===== src/rtl/clock_pkg.sv =====
// clock_pkg: shared BCD digit type, time limits and load validation helper
package clock_pkg;
  typedef logic [3:0] bcd_digit_t;
  localparam int SEC_MAX = 59;
  localparam int MIN_MAX = 59;
  localparam int HR_MAX  = 23;
  localparam int HR_NOON = 12;
  function automatic logic bcd_pair_valid(input bcd_digit_t t, input bcd_digit_t u, input int max);
    return (u <= 4'd9) && (int'(t) * 10 + int'(u) <= max);
  endfunction
endpackage


===== src/rtl/bcd_pair_inc.sv =====
// bcd_pair_inc: combinational two-digit BCD modulo-(MAX+1) incrementer
module bcd_pair_inc
  import clock_pkg::*;
#(
  parameter int MAX = 59
) (
  input  bcd_digit_t t,
  input  bcd_digit_t u,
  input  logic       en,
  output bcd_digit_t t_nx,
  output bcd_digit_t u_nx,
  output logic       carry
);
  localparam bcd_digit_t MAX_T = bcd_digit_t'(MAX / 10);
  localparam bcd_digit_t MAX_U = bcd_digit_t'(MAX % 10);
  logic at_max, u_top;
  assign at_max = (t == MAX_T) && (u == MAX_U);
  assign u_top  = u == 4'd9;
  assign carry  = en & at_max;
  assign u_nx   = !en ? u : (at_max | u_top) ? 4'd0 : u + 4'd1;
  assign t_nx   = !en ? t : at_max ? 4'd0 : u_top ? t + 4'd1 : t;
endmodule


===== src/rtl/bcd_time_keeper.sv =====
// bcd_time_keeper: 24 h BCD time-of-day counter with load, set-mode increments and 12/24 h display
module bcd_time_keeper
  import clock_pkg::*;
#(
  parameter bit HAS_SECONDS = 1
) (
  input  logic       clk,
  input  logic       reset,
  input  logic       tick,
  input  logic       hold,
  input  logic       load,
  input  bcd_digit_t ld_hh_t,
  input  bcd_digit_t ld_hh_u,
  input  bcd_digit_t ld_mm_t,
  input  bcd_digit_t ld_mm_u,
  input  bcd_digit_t ld_ss_t,
  input  bcd_digit_t ld_ss_u,
  input  logic       inc_hr,
  input  logic       inc_min,
  input  logic       mode_12h,
  output bcd_digit_t hh_t,
  output bcd_digit_t hh_u,
  output bcd_digit_t mm_t,
  output bcd_digit_t mm_u,
  output bcd_digit_t ss_t,
  output bcd_digit_t ss_u,
  output bcd_digit_t disp_h_t,
  output bcd_digit_t disp_h_u,
  output logic       pm,
  output logic       minute_wrap,
  output logic       day_wrap,
  output logic       load_err
);
  logic set_go, tick_go, ld_ok, s_c, m_c, h_c;
  bcd_digit_t s_t_nx, s_u_nx, m_t_nx, m_u_nx, h_t_nx, h_u_nx;
  logic [4:0] hh_bin, h12;
  assign set_go  = inc_hr | inc_min;
  assign tick_go = tick & !hold & !load & !set_go;
  assign ld_ok   = bcd_pair_valid(ld_hh_t, ld_hh_u, HR_MAX) && bcd_pair_valid(ld_mm_t, ld_mm_u, MIN_MAX)
                   && (!HAS_SECONDS || bcd_pair_valid(ld_ss_t, ld_ss_u, SEC_MAX));
  // without seconds the tick drives the minute stage directly
  generate
    if (HAS_SECONDS) begin : g_sec
      bcd_pair_inc #(.MAX(SEC_MAX)) u_sec (
        .t(ss_t), .u(ss_u), .en(tick_go), .t_nx(s_t_nx), .u_nx(s_u_nx), .carry(s_c)
      );
    end else begin : g_nosec
      assign s_t_nx = '0;
      assign s_u_nx = '0;
      assign s_c    = tick_go;
    end
  endgenerate
  bcd_pair_inc #(.MAX(MIN_MAX)) u_min (
    .t(mm_t), .u(mm_u), .en(set_go ? inc_min : s_c), .t_nx(m_t_nx), .u_nx(m_u_nx), .carry(m_c)
  );
  bcd_pair_inc #(.MAX(HR_MAX)) u_hr (
    .t(hh_t), .u(hh_u), .en(set_go ? inc_hr : m_c), .t_nx(h_t_nx), .u_nx(h_u_nx), .carry(h_c)
  );
  always_ff @(posedge clk or posedge reset) begin
    if (reset) begin
      {hh_t, hh_u, mm_t, mm_u, ss_t, ss_u} <= '0;
      {minute_wrap, day_wrap, load_err} <= '0;
    end else begin
      minute_wrap <= HAS_SECONDS ? s_c : 1'b0;
      day_wrap    <= tick_go & h_c;
      load_err    <= load & !ld_ok;
      if (load) begin
        if (ld_ok) begin
          {hh_t, hh_u, mm_t, mm_u} <= {ld_hh_t, ld_hh_u, ld_mm_t, ld_mm_u};
          ss_t <= HAS_SECONDS ? ld_ss_t : 4'd0;
          ss_u <= HAS_SECONDS ? ld_ss_u : 4'd0;
        end
      end else begin
        {hh_t, hh_u, mm_t, mm_u} <= {h_t_nx, h_u_nx, m_t_nx, m_u_nx};
        ss_t <= inc_min ? 4'd0 : s_t_nx;
        ss_u <= inc_min ? 4'd0 : s_u_nx;
      end
    end
  end
  assign hh_bin   = 5'(hh_t) * 5'd10 + 5'(hh_u);
  assign pm       = hh_bin >= 5'(HR_NOON);
  assign h12      = hh_bin == 5'd0 ? 5'(HR_NOON) : hh_bin > 5'(HR_NOON) ? hh_bin - 5'(HR_NOON) : hh_bin;
  assign disp_h_t = mode_12h ? (h12 >= 5'd10 ? 4'd1 : 4'd0) : hh_t;
  assign disp_h_u = mode_12h ? (h12 >= 5'd10 ? 4'(h12 - 5'd10) : 4'(h12)) : hh_u;
endmodule


===== config.mk =====
export PLATFORM = sky130hd
export DESIGN_NAME = bcd_time_keeper
export DESIGN_NICKNAME = d
export VERILOG_FILES = /design/src/rtl/clock_pkg.sv /design/src/rtl/bcd_pair_inc.sv /design/src/rtl/bcd_time_keeper.sv
export SDC_FILE = /design/constraint.sdc
export NUM_CORES = 1
export LEC_CHECK = 0
export CAP_MARGIN = 10
export CORE_MARGIN = 1.5
export CORE_UTILIZATION = 50
export DETAILED_ROUTE_END_ITERATION = 6
export PLACE_DENSITY = 0.8
export SKIP_CTS_REPAIR_TIMING = 1
export SLEW_MARGIN = 15
export SYNTH_ARGS = -nofsm -noshare
export SYNTH_HDL_FRONTEND = slang
export SYNTH_SLANG_ARGS = --single-unit

===== constraint.sdc =====
create_clock -name clk -period 3.9 [get_ports clk]
set_input_delay 0.39 -clock clk [delete_from_list [all_inputs] [get_ports clk]]
set_output_delay 0.39 -clock clk [all_outputs]
set_load 0.005 [all_outputs]

==> out/metrics.yaml, run 1 <==
status:
  status: "finished clean"
worst_setup_path:
  slowest_delay_ps: 420
  crit_chain: "ha_2 -> fa_2 -> xor2_4 -> buf_4 -> ha_4 -> nand2_2 -> nand2_1 -> a21oi_1 -> mux2i_1 -> inv_1 -> ha_4 -> inv_1 -> a21boi_2 -> buf_4 -> a21oi_1 -> a22oi_1 -> dlymetal6s2s_1"
  cpLargestDelayFamily: "adder cells"
  slowest_stage: "dfrtp_1"
  regToRegSetupSlack_ps: 1410
  worst_setup_path_end_kind: "primary output"
  worstReg2RegEnd: "hh_t[2]$_DFFE_PP0P_"
  arrival_ps: 3310
  rr_startpoint: "ss_u[1]$_DFFE_PP0P_"
  crit_fanout: 5
  cp.depth: 17
  required_ps: 3510
  crit_path_start_kind: "flip-flop"
  crit_type: "reg2out"
  ff2ff_path_depth: 9
  timing.critical_path.buf_inv: 5
place:
  place_hpwl_mm: 6.48
  dp_cells: 503
  io_buffers: 67
  routabilityCongestion: 0.944
  dp_slack_ps: 96.6
  postPlaceCellArea_sq_um: 3830
finish:
  final_common_cell: "clkdlybuf4s50_1"
  layout_common_cells: "clkdlybuf4s50_1, ha_1, inv_1"
  fill_cells: 475
  drive_gt1_share_pct: 11.0
  syn_to_final_growth_pct: 33.6
  stdcell_count: 513
  layout.nets: 518
  antennaDiodeCount: 0
  final_area_sq_um: 4000
  fin_util_pct: 68.4
sta:
  fmax_ghz: 0.271
  worst_hold_slack_ps: 517
  setup_slack_ps: 205
  fin_setup_tns_ps: 0
  slew_violations: 0
  fin_crit_ps: 3700
  setup_violations: 0
  rsz0062_at_grt: "false"
  layout_worst_path_cycle_share_pct: 94.8
  fin_skew_ps: 9.04
  slew_headroom_pct: 31.5
  finalHoldViolCount: 0
  worstMarginPinSlew_ps: 1020
clock_network:
  cts_root_buf: "clkbuf_8"
  htree_levels: 1
  clock-sinks: 27
  worstSkewPairLatency_ps: 280
  cts_buffer_depth: 2
  cts_made_buffers: 3
  clkTransAtPathRegs_ps: 110
  tritoncts: "yes"
synthesis:
  synth-main-ff-cell: "dfrtp_1"
  synth_fp_nets: 434
  synth_cells: 355
  ys.warnings.count: 0
  syn-cell-area_sq_um: 2990
  synth-seq-cells: 27
  yosysUniqueCellTypes: 56
  synth_edf_count: 0
  seq_area_frac_synth_pct: 22.6
  synthArstFlopShare_pct: 100
  avgSynthCellArea_sq_um: 8.43
global_routing:
  grt_pass1_vias: 2989
  track_usage_pct: 26.4
  overflow: 0
  grt_pass1_wl_mm: 13.5
  antenna_found_initial: 0
  grt_max_degree: 28
die:
  core_area_sq_um: 5850
  rows: 28
  io_pins: 68
  initial_core_util_pct: 51.2
  die_x_um: 80.4
  die_h_um: 80.4
  dieArea_sq_um: 6460
power:
  ir_drop_uv: 464
  finalPower_mw: 2.06
  power_density_nw_per_um2: 515
  cellLeakagePower_nw: 1.79
detailed_routing:
  drc: 0
  route.met2.wl_mm: 4.32
  met1_length_mm: 3.38
  drt_iter0_markers: 167
  maxUsedRoutingLayer: "met4"
  detail_route.wl_per_cell_um: 16.5
  vias_per_cell: 6.09
  dr_total_vias: 3123
  drtAntennaViolNets: 0
  met3_length_um: 458
  routed_wl_mm: 8.46
  drtPass1Iterations: 5
flow_run:
  maxCapViolations: 0
worst_hold_path:
  min_path_type: "in2async"
-- power breakdown --
| part | leakage [nW] | internal (mW) | switching, mW |
|---|---|---|---|
| clock | 0.0217 | 0.0729 | 0.102 |
| combinational | 1.44 | 0.762 | 0.685 |
| sequential | 0.331 | 0.341 | 0.0984 |
-- Yosys cell counts (3+ instances only) --
master | number | area (sq um)
dfrtp_1 | 27 | 676
nor3_1 | 12 | 60.1
nor2_1 | 22 | 82.6
clkbuf_1 | 5 | 18.8
a211oi_1 | 4 | 30.0
and2_1 | 4 | 25.0
o31ai_1 | 6 | 45.0
nor2b_1 | 8 | 50.1
o22a_1 | 5 | 43.8
ha_1 | 40 | 500
xor2_1 | 6 | 52.6
nand2_1 | 16 | 60.1
a31oi_1 | 13 | 81.3
nor3b_1 | 5 | 37.5
buf_2 | 3 | 15.0
nand3_1 | 14 | 70.1
o211ai_1 | 3 | 22.5
a21boi_2 | 3 | 33.8
a21o_1 | 5 | 37.5
fa_1 | 7 | 140
a311o_1 | 3 | 30.0
mux2i_1 | 7 | 70.1
inv_1 | 37 | 139
o21ai_0 | 23 | 115
a21oi_1 | 32 | 160
xnor2_1 | 4 | 35.0
nand2b_1 | 3 | 18.8
-- how the worst max path moves through the flow --
stage / slack, ps / startpoint / end
6_report: 200 / hh_t[0]$_DFFE_PP0P_ / disp_h_u[2]
5_1_grt: 30 / hh_t[0]$_DFFE_PP0P_ / disp_h_u[2]
4_1_cts: -230 / hh_t[0]$_DFFE_PP0P_ / disp_h_u[2]
3_5_place_dp: 100 / hh_t[0]$_DFFE_PP0P_ / disp_h_u[2]
3_3_place_gp: 260 / hh_t[0]$_DFFE_PP0P_ / disp_h_u[2]
2_1_floorplan: 760 / hh_t[0]$_DFFE_PP0P_ / disp_h_u[1]
-- flip-flops by register name, summed over array words and instances, names as in the netlist --
| name | cells |
|---|---|
| hh_t | 4 |
| mm_t | 4 |
| hh_u | 4 |
| mm_u | 4 |
| load_err | 1 |
| ss_u | 4 |
| minute_wrap | 1 |
| day_wrap | 1 |
| ss_t | 4 |
-- per-layer routing --
layer | track usage (%) | vias to the layer above
li1 | - | 1454
met1 | 31.4 | 1502
met2 | 47.4 | 139
met3 | 4.09 | 28
met4 | 10.2 | 0
met5 | 0 | -
-- logic make-up after synthesis --
group / Yosys count / share of synthesized area [%]
simple gates: 102 / 18.0
mux: 8 / 3.09
xor+xnor: 11 / 3.68
compound gates: 113 / 24.9
fa+ha+maj: 47 / 21.4
buf+inv: 47 / 6.39
flops: 27 / 22.6
-- layout make-up --
type	count	area [sq um]	area share, %
Inverter	37	139	3.47
Clock inverter	1	7.51	0.188
Timing Repair Buffer	89	846	21.1
Sequential cell	27	676	16.9
Clock buffer	3	41.3	1.03
Multi-Input combinational cell	281	2200	54.9
Tap cell	75	93.8	2.35
(Power assumes the default switching activity.)
==> run 2: changes to the inputs <==
--- a/config.mk
+++ b/config.mk
@@ -11,7 +11,7 @@
 export DETAILED_ROUTE_END_ITERATION = 6
 export PLACE_DENSITY = 0.8
 export SKIP_CTS_REPAIR_TIMING = 1
-export SLEW_MARGIN = 15
+export SLEW_MARGIN = 20
 export SYNTH_ARGS = -nofsm -noshare
 export SYNTH_HDL_FRONTEND = slang
 export SYNTH_SLANG_ARGS = --single-unit
==> out/metrics.yaml, run 2 (same netlist as run 1, synthesis figures left out) <==
clock_network:
  cts_buffer_depth: 2
  clock-sinks: 27
  htree_levels: 1
  cts_root_buf: "clkbuf_8"
  worstSkewPairLatency_ps: 280
  clkTransAtPathRegs_ps: 110
  cts_made_buffers: 3
  tritoncts: "yes"
worst_setup_path:
  worst_setup_path_end_kind: "primary output"
  cpLargestDelayFamily: "adder cells"
  crit_type: "reg2out"
  crit_fanout: 5
  worstReg2RegEnd: "hh_t[2]$_DFFE_PP0P_"
  rr_startpoint: "ss_u[1]$_DFFE_PP0P_"
  regToRegSetupSlack_ps: 1410
  timing.critical_path.buf_inv: 5
  required_ps: 3510
  crit_chain: "ha_2 -> fa_2 -> xor2_4 -> buf_4 -> ha_4 -> nand2_2 -> nand2_1 -> a21oi_1 -> mux2i_1 -> inv_1 -> ha_4 -> inv_1 -> a21boi_2 -> buf_4 -> a21oi_1 -> a22oi_1 -> dlymetal6s2s_1"
  slowest_delay_ps: 420
  ff2ff_path_depth: 9
  arrival_ps: 3310
  crit_path_start_kind: "flip-flop"
  cp.depth: 17
  slowest_stage: "dfrtp_1"
power:
  p_switching_uw: 885
  cellLeakagePower_nw: 1.79
  internal-power_mw: 1.18
  power_frac_clock_pct: 8.5
  swShare_pct: 43.0
  ir_drop_uv: 463
  power_density_nw_per_um2: 515
  p_comb_share_pct: 70.2
  seq_power_share_pct: 21.3
sta:
  finalHoldViolCount: 0
  fin_setup_tns_ps: 0
  rsz0062_at_grt: "false"
  fin_skew_ps: 8.08
  setup_violations: 0
  fin_crit_ps: 3700
  worstMarginPinSlew_ps: 744
  setup_slack_ps: 203
  layout_worst_path_cycle_share_pct: 94.8
  worst_hold_slack_ps: 480
  slew_headroom_pct: 50.2
  slew_violations: 0
  fmax_ghz: 0.270
finish:
  antennaDiodeCount: 0
  fin_util_pct: 68.4
  final_common_cell: "clkdlybuf4s50_1"
  layout_common_cells: "clkdlybuf4s50_1, ha_1, inv_1"
  stdcell_count: 513
  syn_to_final_growth_pct: 33.6
  drive_gt1_share_pct: 11.2
  layout.nets: 518
status:
  status: "finished clean"
die:
  initial_core_util_pct: 51.2
  rows: 28
  core_area_sq_um: 5850
  die_h_um: 80.4
  die_x_um: 80.4
  io_pins: 68
  dieArea_sq_um: 6460
place:
  place_hpwl_mm: 6.48
  dp_slack_ps: 96.6
  dp_cells: 503
  io_buffers: 67
  routabilityCongestion: 0.944
detailed_routing:
  drt_iter0_markers: 167
  vias_per_cell: 6.10
  routed_wl_mm: 8.45
  detail_route.wl_per_cell_um: 16.5
  drc: 0
  drtPass1Iterations: 5
  drtAntennaViolNets: 0
  dr_total_vias: 3128
global_routing:
  track_usage_pct: 26.4
  grt_max_degree: 28
  overflow: 0
  grt_pass1_wl_mm: 13.5
  grt_pass1_vias: 2989
  antenna_found_initial: 0
worst_hold_path:
  min_path_type: "in2async"
flow_run:
  maxCapViolations: 0
-- run 2: changes by cell type in the layout (fill, tap and decap cells not counted), sizes merged --
cell	change
clkinv	-1
inv	+1
-- run 2: power groups by stage --
stage	clock network (mW)	logic [mW]	registers, mW
floorplan	0	0.785	0.434
global placement	0	1.19	0.438
detailed placement	0	1.24	0.439
CTS	0.175	1.25	0.435
global route	0.187	1.58	0.450
finish	0.175	1.45	0.439
-- run 2: worst max path at each step --
stage | startpoint | to | slack (ps)
floorplan | hh_t[0]$_DFFE_PP0P_ | disp_h_u[1] | 760
global placement | hh_t[0]$_DFFE_PP0P_ | disp_h_u[2] | 260
detailed placement | hh_t[0]$_DFFE_PP0P_ | disp_h_u[2] | 100
CTS | hh_t[0]$_DFFE_PP0P_ | disp_h_u[2] | -230
global route | hh_t[0]$_DFFE_PP0P_ | disp_h_u[2] | 30
finish | hh_t[0]$_DFFE_PP0P_ | disp_h_u[2] | 200
-- run 2: routing by layer --
layer,track usage [%],wire length (um),vias up
met5,0,0,-
met2,47.4,4310,149
li1,-,-,1453
met1,31.4,3360,1498
met4,10.2,299,0
met3,4.09,489,28
-- run 2: through the flow --
step                      total power [mW]  cell area, sq um
final                                 2.06              4000
after CTS                             1.86              3870
after global routing                  2.22              4000
after global placement                1.63              3830
after floorplan                       1.22              2990
after detailed placement              1.68              3830
-- run 2: final cells by class --
class	instances	area (sq um)
Multi-Input combinational cell	281	2200
Fill cell	475	1850
Timing Repair Buffer	89	846
Sequential cell	27	676
Inverter	37	139
Tap cell	75	93.8
Clock buffer	3	41.3
Clock inverter	1	7.51
==> run 3: changes to the inputs <==
--- a/config.mk
+++ b/config.mk
@@ -6,12 +6,13 @@
 export NUM_CORES = 1
 export LEC_CHECK = 0
 export CAP_MARGIN = 10
-export CORE_MARGIN = 1.5
+export CORE_MARGIN = 10
 export CORE_UTILIZATION = 50
 export DETAILED_ROUTE_END_ITERATION = 6
-export PLACE_DENSITY = 0.8
+export PLACE_DENSITY = 0.78
 export SKIP_CTS_REPAIR_TIMING = 1
 export SLEW_MARGIN = 20
 export SYNTH_ARGS = -nofsm -noshare
 export SYNTH_HDL_FRONTEND = slang
+export SYNTH_HIERARCHICAL = 1
 export SYNTH_SLANG_ARGS = --single-unit
==> out/metrics.yaml, run 3 <==
place:
  dp_slack_ps: 15.1
  place_hpwl_mm: 7.49
  routabilityCongestion: 0.884
  io_buffers: 67
  postPlaceCellArea_sq_um: 4270
  dp_cells: 555
sta:
  fin_crit_ps: 3740
  setup_violations: 0
  slew_violations: 0
  layout_worst_path_cycle_share_pct: 95.8
  rsz0062_at_grt: "false"
  fmax_ghz: 0.268
  worstMarginPinSlew_ps: 616
  fin_skew_ps: 3.15
  setup_slack_ps: 165
  finalHoldViolCount: 0
  slew_headroom_pct: 58.8
synthesis:
  synth_area_leaders: "dfrtp_1, ha_1, a311o_1"
  ys.warnings.count: 6
  synth_common_cells: "nand2_1, ha_1, a31oi_1, dfrtp_1, inv_1"
  synth_fp_nets: 487
  synth-seq-cells: 27
  synthArstFlopShare_pct: 100
  seq_area_frac_synth_pct: 19.5
  syn-cell-area_sq_um: 3460
  avgSynthCellArea_sq_um: 8.48
  synth_edf_count: 0
  yosysUniqueCellTypes: 60
  synth-main-ff-cell: "dfrtp_1"
  synth_cells: 408
  synth.most_common_cell: "nand2_1"
  yosysTopAreaCell: "dfrtp_1"
  yosys.area.top_type_share_pct: 19.5
finish:
  stdcell_count: 561
  layout.nets: 561
  drive_gt1_share_pct: 11.2
  final_area_sq_um: 4390
  syn_to_final_growth_pct: 27.0
  fill_cells: 580
  layout_common_cells: "clkdlybuf4s50_1, nand2_1, ha_1"
  antennaDiodeCount: 0
  fin_util_pct: 65.0
  final_common_cell: "clkdlybuf4s50_1"
detailed_routing:
  detail_route.wl_per_cell_um: 17.7
  drtPass1Iterations: 6
  drc: 0
  vias_per_cell: 6.17
  dr_total_vias: 3463
  routed_wl_mm: 9.91
  drt_iter0_markers: 242
  drtAntennaViolNets: 0
clock_network:
  worstSkewPairLatency_ps: 270
  htree_levels: 1
  cts_buffer_depth: 2
  clkTransAtPathRegs_ps: 100
  cts_root_buf: "clkbuf_8"
  clock-sinks: 27
  tritoncts: "yes"
  cts_made_buffers: 3
power:
  p_comb_share_pct: 74.6
  swShare_pct: 43.2
  cellLeakagePower_nw: 1.98
  internal-power_mw: 1.32
  ir_drop_uv: 300
  seq_power_share_pct: 18.3
  power_frac_clock_pct: 7.1
  p_switching_mw: 1.00
  power_density_nw_per_um2: 529
worst_setup_path:
  crit_fanout: 5
  crit_path_start_kind: "flip-flop"
  regToRegSetupSlack_ps: 790
  worstReg2RegEnd: "hh_t[1]$_DFFE_PP0P_"
  required_ps: 3510
  crit_path_end: "disp_h_t[0]"
  crit_type: "reg2out"
  arrival_ps: 3350
  ff2ff_path_depth: 14
  crit_start: "hh_t[0]$_DFFE_PP0P_"
  rr_startpoint: "ss_u[1]$_DFFE_PP0P_"
  worst_setup_path_end_kind: "primary output"
die:
  die_h_um: 103
  rows: 30
  die_x_um: 103
  initial_core_util_pct: 51.2
  dieArea_sq_um: 10600
  io_pins: 68
  core_area_sq_um: 6760
flow_run:
  maxCapViolations: 0
worst_hold_path:
  min_path_type: "in2async"
global_routing:
  overflow: 0
  track_usage_pct: 17.4
  grt_pass1_wl_mm: 15.4
  grt_pass1_vias: 3350
  grt_max_degree: 66
  antenna_found_initial: 0
status:
  status: "finished clean"
run 3: cell types whose count changed after synthesis, sizes merged, moves of 7 or more:
cell,before,now
nand2,16,52
nor2,22,15
inv,37,25
nor2b,8,22
a21oi,32,17
mux2i,8,1
a31oi,13,27
nor3,12,5
a311o,3,24
run 3: power by group through the flow:
stage / clock (mW) / combinational, mW / sequential [mW]
final: 0.165 / 1.73 / 0.426
after global routing: 0.178 / 1.90 / 0.439
after CTS: 0.168 / 1.59 / 0.418
after detailed placement: 0 / 1.58 / 0.424
after global placement: 0 / 1.53 / 0.423
after floorplan: 0 / 0.932 / 0.449
run 3: how the worst min path moves through the flow:
stage,end,slack (ps),cells past startpoint
after global routing,ss_u[0]$_DFFE_PP0P_,550,2
after global placement,minute_wrap$_DFF_PP0_,660,2
final,ss_u[0]$_DFFE_PP0P_,500,2
after CTS,ss_u[0]$_DFFE_PP0P_,530,2
after floorplan,day_wrap$_DFF_PP0_,440,1
after detailed placement,minute_wrap$_DFF_PP0_,670,2
run 3: area by class of cell:
cell class	count	area [sq um]	share of cell area (%)
tap	80	100	2.28
clock buffer	4	45.0	1.03
multi-input combinational	335	2630	59.9
inverter	25	93.8	2.14
timing repair buffer	90	846	19.3
sequential	27	676	15.4
run 3: logic make-up after synthesis:
| kind of cell | after synthesis | share of synthesized area (%) |
|---|---|---|
| compound gates | 124 | 26.6 |
| xor+xnor | 12 | 3.44 |
| fa+ha+maj | 47 | 18.5 |
| buf+inv | 46 | 6.15 |
| flops | 27 | 19.5 |
| simple gates | 149 | 24.7 |
| mux | 3 | 1.05 |
run 3: layer usage:
metal	global-route usage (%)	vias to the layer above	wire length [um]
met2	30.4	113	4930
met3	1.47	11	525
met5	0	-	0
met4	4.17	0	152
li1	-	1666	-
met1	22.6	1673	4300
run 3: critical path: stages, from the launching register on:
cell	delay, ps
dfrtp_1	450
ha_2	230
fa_2	350
xor2_2	210
inv_2	70
ha_1	200
nor3b_4	160
o21bai_1	180
a21oi_2	160
ha_2	230
o41ai_2	110
a21oi_1	190
a21oi_1	80
clkdlybuf4s50_1	450
run 3: per-stage QoR:
step	setup TNS, ps	power (mW)	hold WS [ps]
2_1_floorplan	0	1.38	443
3_3_place_gp	0	1.95	664
3_5_place_dp	0	2.00	669
4_1_cts	-730	2.17	529
5_1_grt	0	2.52	554
6_report	0	2.32	497
